==> config.mk <==
export PLATFORM = sky130hd
export DESIGN_NAME = mult_rr_scheduler
export DESIGN_NICKNAME = d
export VERILOG_FILES = /design/src/rtl/mult_rr_scheduler.sv
export SDC_FILE = /design/constraint.sdc
export NUM_CORES = 1
export LEC_CHECK = 0
export ABC_AREA = 1
export CORE_ASPECT_RATIO = 0.5
export CORE_MARGIN = 2
export CORE_UTILIZATION = 32
export DETAILED_ROUTE_END_ITERATION = 16
export GPL_ROUTABILITY_DRIVEN = 0
export MAX_ROUTING_LAYER = met4
export PLACE_DENSITY = 0.55
export SLEW_MARGIN = 20
export SYNTH_ARGS = -nofsm -noshare
export SYNTH_HDL_FRONTEND = slang
export SYNTH_HIERARCHICAL = 1
export SYNTH_SLANG_ARGS = --single-unit
export TNS_END_PERCENT = 30
==> constraint.sdc <==
create_clock -name clk -period 6.95 [get_ports clk]
set_input_delay 1.0425 -clock clk [delete_from_list [all_inputs] [get_ports clk]]
set_output_delay 1.0425 -clock clk [all_outputs]
set_load 0.02 [all_outputs]
==> src/rtl/mult_rr_scheduler.sv <==
// rtl/mult_rr_scheduler.sv - round-robin issue of operand pairs onto one shared 9-stage multiplier
// Tags {valid, id} ride alongside the multiplier so each product returns to its requester.

module mult8x8 (
    input  logic        clk,
    input  logic [7:0]  a,
    input  logic [7:0]  b,
    output logic [15:0] p
);
    // No reset and no valid qualifier: the scheduler owns all validity tracking.
    logic [7:0]  r_a;
    logic [7:0]  r_b;
    logic [11:0] r_lo;
    logic [11:0] r_hi;
    logic [15:0] r_dly [0:6];

    always_ff @(posedge clk) begin
        r_a      <= a;
        r_b      <= b;
        r_lo     <= 12'(r_a * r_b[3:0]);
        r_hi     <= 12'(r_a * r_b[7:4]);
        r_dly[0] <= {4'b0000, r_lo} + {r_hi, 4'b0000};
        for (int s = 1; s < 7; s++) begin
            r_dly[s] <= r_dly[s-1];
        end
    end

    assign p = r_dly[6];
endmodule

module mult_rr_scheduler #(
    parameter int NUM_REQ = 4,
    parameter int ID_W    = 2,
    parameter int LATENCY = 9
) (
    input  logic                 clk,
    input  logic                 rst_n,
    input  logic                 en,
    input  logic [NUM_REQ-1:0]   req_valid,
    input  logic [8*NUM_REQ-1:0] req_a,
    input  logic [8*NUM_REQ-1:0] req_b,
    output logic [NUM_REQ-1:0]   req_ready,
    output logic                 rsp_valid,
    output logic [ID_W-1:0]      rsp_id,
    output logic [15:0]          rsp_p,
    output logic                 busy,
    output logic [15:0]          issue_cnt
);
    logic [ID_W-1:0]              r_last;
    logic [15:0]                  r_cnt;
    logic [LATENCY-1:0]           r_tag_v;
    logic [LATENCY-1:0][ID_W-1:0] r_tag_id;

    logic [NUM_REQ-1:0] w_grant;
    logic [ID_W-1:0]    w_grant_id;
    logic [ID_W-1:0]    w_idx;
    logic               w_hs;
    logic [7:0]         w_mul_a;
    logic [7:0]         w_mul_b;
    logic [15:0]        w_mul_p;

    // Search starts one past the last winner, so a fresh reset favours requester 0.
    always_comb begin
        w_grant    = '0;
        w_grant_id = '0;
        w_idx      = '0;
        w_hs       = 1'b0;
        for (int k = 1; k <= NUM_REQ; k++) begin
            w_idx = ID_W'((int'(r_last) + k) % NUM_REQ);
            if (!w_hs && en && req_valid[w_idx]) begin
                w_grant[w_idx] = 1'b1;
                w_grant_id     = w_idx;
                w_hs           = 1'b1;
            end
        end
    end

    assign req_ready = w_grant;
    assign w_mul_a   = w_hs ? req_a[{w_grant_id, 3'b000} +: 8] : 8'd0;
    assign w_mul_b   = w_hs ? req_b[{w_grant_id, 3'b000} +: 8] : 8'd0;

    mult8x8 u_mult (
        .clk (clk),
        .a   (w_mul_a),
        .b   (w_mul_b),
        .p   (w_mul_p)
    );

    always_ff @(posedge clk or negedge rst_n) begin
        if (!rst_n) begin
            r_last   <= ID_W'(NUM_REQ - 1);
            r_cnt    <= 16'd0;
            r_tag_v  <= '0;
            r_tag_id <= '0;
        end else begin
            if (w_hs) begin
                r_last <= w_grant_id;
                r_cnt  <= r_cnt + 16'd1;
            end
            r_tag_v  <= {r_tag_v[LATENCY-2:0], w_hs};
            r_tag_id <= {r_tag_id[LATENCY-2:0], w_grant_id};
        end
    end

    assign rsp_valid = r_tag_v[LATENCY-1];
    assign rsp_id    = r_tag_id[LATENCY-1];
    assign rsp_p     = w_mul_p;
    assign busy      = |r_tag_v;
    assign issue_cnt = r_cnt;
endmodule
Yosys cells after proc, flatten, opt, wreduce, memory -nomap -nowiden. Memories as Yosys holds them, arrays and structs flattened. Index checks and enable logic that the tools add are counted.

Flip-flop bits (word level): 85. Memory bits (writable): 112. Input port bits: 71. Output and inout port bits: 40. Logic and storage cells: 81. Memories kept: 1.

Memory list: u_mult.r_dly (words 7, bits a word 16, read ports 7, clocked after Yosys merged registers in 0, wr ports 7, RTL line 15) `logic [15:0] r_dly [0:6];`.

Add/sub/neg operators: 6. $mul: 2. Magnitude comparators: 8. Shift-type cells: 2. Multiplexer cells: 28. Bitwise gates (word level): 3. Reductions and logical operators: 15.

Operator list (number): 32-bit by 6-bit indexed part select with 8-bit output (2); 8-bit by 4-bit multiplier with 12-bit output (2); 12-bit by 16-bit adder with 16-bit output (1); 16-bit by 1-bit adder with 16-bit output (second input constant) (1); 4-bit two-way mux (4); 2-bit by 3-bit < comparator with 1-bit output (second input constant) (4); 1-bit two-way mux (12); 4-bit OR (3); 1-bit logical AND (11); 9-bit OR reduction (1); 1-bit binary-select mux with 2-bit select (4); 1-bit demux with 2-bit select (4); 2-bit by 1-bit greater-or-equal comparator with 1-bit output (second input constant) (4); 2-bit two-way mux (4); 2-bit by 1-bit adder with 2-bit output (second input constant) (2); 2-bit adder (second input constant) (2); 1-bit logical NOT (3).

Longest topological paths before layout.
Word-level depth: 18. Gate-level depth with buffers: 19. Gate-level depth less buffers: 16.

Modules after synthesis. Netlist, hierarchy kept.

Modules (own cells, without submodules): mult8x8 (instances 1, cells each 606, area each 5696.7 um2, sequential area each 3042.9 um2); mult_rr_scheduler (instances 1, cells each 374, area each 2866.5 um2, sequential area each 1128.6 um2).

Least setup slack after synthesis. Ideal clock, no wire load.

Path kind: register -> output. Start point: reg r_last[0]. End point: out req_ready[0]. Arrival time: 2.134 ns. Setup slack: 3.774 ns. Cell stages (with the launch flop): 11. Cell sequence: dfstp_2 > buf_6 > inv_8 > ha_1 > buf_2 > inv_1 > nand3_1 > nand2_2 > o21bai_4 > nand3_2 > o221ai_1.

Longest elaborated chain between the ends: 17.

RTL lines: start: declaration (RTL line 49) `logic [ID_W-1:0] r_last;`; start signal: assignment (RTL line 91) `r_last <= ID_W'(NUM_REQ - 1);`; start signal: assignment (RTL line 97) `r_last <= w_grant_id;`; branches (longest 16 deep; another with 2-bit by 3-bit < comparator with 1-bit output); 4-bit two-way mux (*) (RTL line 70) `if (!w_hs && en && req_valid[w_idx]) begin`; end: declaration (RTL line 42) `output logic [NUM_REQ-1:0] req_ready,`.

Every way passes the cells marked *. The select of a mux whose other input is x is not followed.

Final worst setup path.
Start point: reg r_last[0]. End point: out req_ready[1].

The elaborated chain is that of the path after synthesis.

==> flow_metrics.tcl <==
set metrics [dict create \
    status "finished clean" \
    register_area_um2 4170 \
    grt_pass1_vias 6063 \
    postCtsResizedCells 0 \
    worst_ep_required_time_ns 5.91 \
    ys_seq_area_share_pct 48.7 \
    grt_max_degree 46 \
    crit_path_start_kind "flop" \
    hold_viol 0 \
    final.fill_count 2606 \
    numPortBuffers 110 \
    drc 0 \
    h-tree-depth 4 \
    synth_cells 980 \
    n_antenna_cell 0 \
    finalSetupViolations 0 \
    multiInputGateArea_um2 3510 \
    drt.antenna.violating_nets 0 \
    first_pass_iters 4 \
    io_pins 111 \
    max_stage_delay_ns 0.78 \
    path_common_cell "nand3_1" \
    areaGrowthSynthToFinish_pct 23.7 \
    fmax_mhz 226 \
    path_clk_slew_ns 0.08 \
    globalRoute.totalOverflow 0 \
    fp.dieH_um 120 \
    fin_worst_skew_ns 0.00858 \
    p_per_area_nw_per_um2 491 \
    drv_cap 0 \
    crit_family "buffers and inverters" \
    hold_slack_ns 0.325 \
    drtIter0Drc 286 \
    leakagePower_nw 5.51 \
    ys_types 39 \
    die-area_um2 28200 \
    avgSynthCellArea_um2 8.74 \
    clockRootBuffer "clkbuf_16" \
    vias 6158 \
    relSlewSlack_pct 56.4 \
    die_x_um 235 \
    netlist_area_um2 8560 \
    timing.final.crit_share_pct 63.7 \
    num_rows 42 \
    drive_above_1_share_pct 6.03 \
    fin_crit_ns 4.43 \
    cp_max_fo 13 \
    core-area_um2 26400 \
    critical_path_class "reg2out" \
    synth_warnings 6 \
    ctsHoldBuffers 0 \
    via_per_inst 4.26 \
    cp_slowest_cell "dfstp_2" \
    fin_util_pct 40.1 \
    clock_sinks 197 \
    grt_first_pass_wirelength_um 28700 \
    numCtsBuffers 17 \
    cp_num_buf_inv 3 \
    initial_core_util_pct 32.5 \
    rsz0062_at_grt "false" \
    cts_tree "built" \
    hp-class "reg2reg" \
    setup_tns_ns 0 \
    grtUsageTotal_pct 13.2 \
    syn-num-nets 1125 \
    clockBufferDepth 2 \
    hpwl_um 13000 \
    finalPower_mw 5.20 \
    path_cells "inv_8 > ha_1 > inv_1 > nand3_1 > nand2_1 > nand3_1 > nor2_1 > a22oi_1 > o221ai_1 > clkdlybuf4s50_1" \
    post_cts_buffers 0 \
    clk_latency_ns 0.44 \
    antenna_found_initial 0 \
    endpoint_kind "output port" \
    wl_per_cell_um 11.7 \
    irDropWorstVdd_mv 0.235 \
    wl_um 16900 \
    slew_viol_final 0 \
    synth-seq-cells 197 \
    fin_nets 1226 \
    arrival_ns 3.38 \
    worstMarginPinSlew_ns 0.652 \
]
[final timing paths]
check / slack (ns) / start / end / cells after the start
max in group asynchronous: 5.94 / rst_n / r_tag_id[10] / 1
max: 2.52 / r_last[0] / req_ready[1] / 10
min reg2reg: 0.32 / u_mult/r_dly[5][14] / u_mult/r_dly[6][14] / 0
min: 0.32 / u_mult/r_dly[5][14] / u_mult/r_dly[6][14] / 0
min in group asynchronous: 0.59 / rst_n / issue_cnt[9] / 1
max reg2reg: 3.72 / r_last[0] / u_mult/r_b[2] / 11
[sequential cells by signal, indices dropped and copies added, names as in the netlist, 8 cells and up]
name	flops
r_tag_v	9
u_mult/r_lo	12
u_mult/r_dly	112
u_mult/r_hi	12
u_mult/r_a	8
u_mult/r_b	8
r_tag_id	16
issue_cnt	16
[cell usage in the layout (no fill, tap or decap), drive strengths merged, types with 3 or more instances in the layout]
master and count:
nand2 276, inv 199, dfxtp 152, clkdlybuf4s50 109, nand3 87, ha 49, dfrtp 43, nor2 35
fa 25, xor2 21, a21oi 18, clkbuf 17, nand4 11, o211ai 9, xnor2 8, o21ai 5
a22oi 4, o221ai 4, nor3 4, clkinv 4, o21bai 3
[cell type report]
| class | instances | share of cell area (%) |
|---|---|---|
| tap | 352 | 4.16 |
| multi-input combinational | 566 | 33.1 |
| inverter | 189 | 6.77 |
| clock buffer | 17 | 4.02 |
| sequential | 197 | 39.4 |
| clock inverter | 15 | 2.20 |
| timing repair buffer | 110 | 10.4 |
[power by group]
group / internal, mW / switching [mW]
sequential: 1.65 / 0.271
combinational: 0.838 / 1.39
clock: 0.541 / 0.506
total: 3.03 / 2.16
[worst register-to-register path, cell delays in order, from the launching register on]
cell and delay [ns]:
dfstp_2 0.78, inv_8 0.09, ha_1 0.46, inv_1 0.14, nand3_1 0.11, nand2_2 0.09
o21bai_4 0.20, nand3b_1 0.49, inv_2 0.45, nor2_4 0.13, nand2_1 0.11, nand2_1 0.06
[cells in the mapped netlist]
master    count  area [um^2]
nand2_1     264          991
buf_4         3         22.5
o221ai_1      4         35.0
a21oi_1      18         90.1
a21o_1        1         7.51
xor2_1       21          184
o21ai_0       3         15.0
o21a_1        1         7.51
buf_8         1         15.0
nand2_4       7         78.8
dfstp_2       2         52.6
nor2_4        1         11.3
nand3b_1      2         15.0
nor2_1       34          128
inv_8         1         11.3
dfrtp_1      43         1080
ha_1         49          613
xnor2_1       8         70.1
fa_1         25          500
dfxtp_1     152         3040
nand3_2       5         50.1
o21ai_2       2         17.5
nand4_2       1         12.5
o211ai_1      8         60.1
buf_6         5         56.3
buf_2         3         15.0
inv_1       181          679
o21bai_4      1         18.8
or2_1         1         6.26
o211ai_2      1         12.5
nor3_1        4         20.0
nand3_1      82          410
nand4_1      10         62.6
nor4_1        2         12.5
a22oi_1       4         30.0
clkbuf_1     16         60.1
inv_2         7         26.3
nand2_2       5         31.3
o21bai_1      2         15.0
[metal layers]
layer	up-vias	wire, um	GRT usage (%)
met5	-	0	-
met2	80	8020	22.0
met3	30	452	3.04
li1	3195	-	-
met1	2853	8060	15.4
met4	0	388	5.61
[metrics by stage]
step / area [um^2] / std cells / setup slack [ns]
6_report: 10600 / 1446 / 2.52
5_1_grt: 10600 / 1446 / 2.34
4_1_cts: 10600 / 1446 / 2.56
3_5_place_dp: 9930 / 1414 / 2.77
3_3_place_gp: 9930 / 1414 / 2.83
2_1_floorplan: 8560 / 980 / 3.77
[kinds of logic (layout without fill, tap and decap cells)]
logic type / Yosys count / after routing / synth area share (%)
AOI/OAI and AO/OA: 45 / 45 / 3.61
buffers and inverters: 217 / 331 / 10.3
xor gates and xnor gates: 29 / 29 / 2.97
adders and majority gates: 74 / 74 / 13.0
and+or+nand+nor: 418 / 418 / 21.4
DFF: 197 / 197 / 48.7
Note: power is estimated with default switching activity, not from simulation.
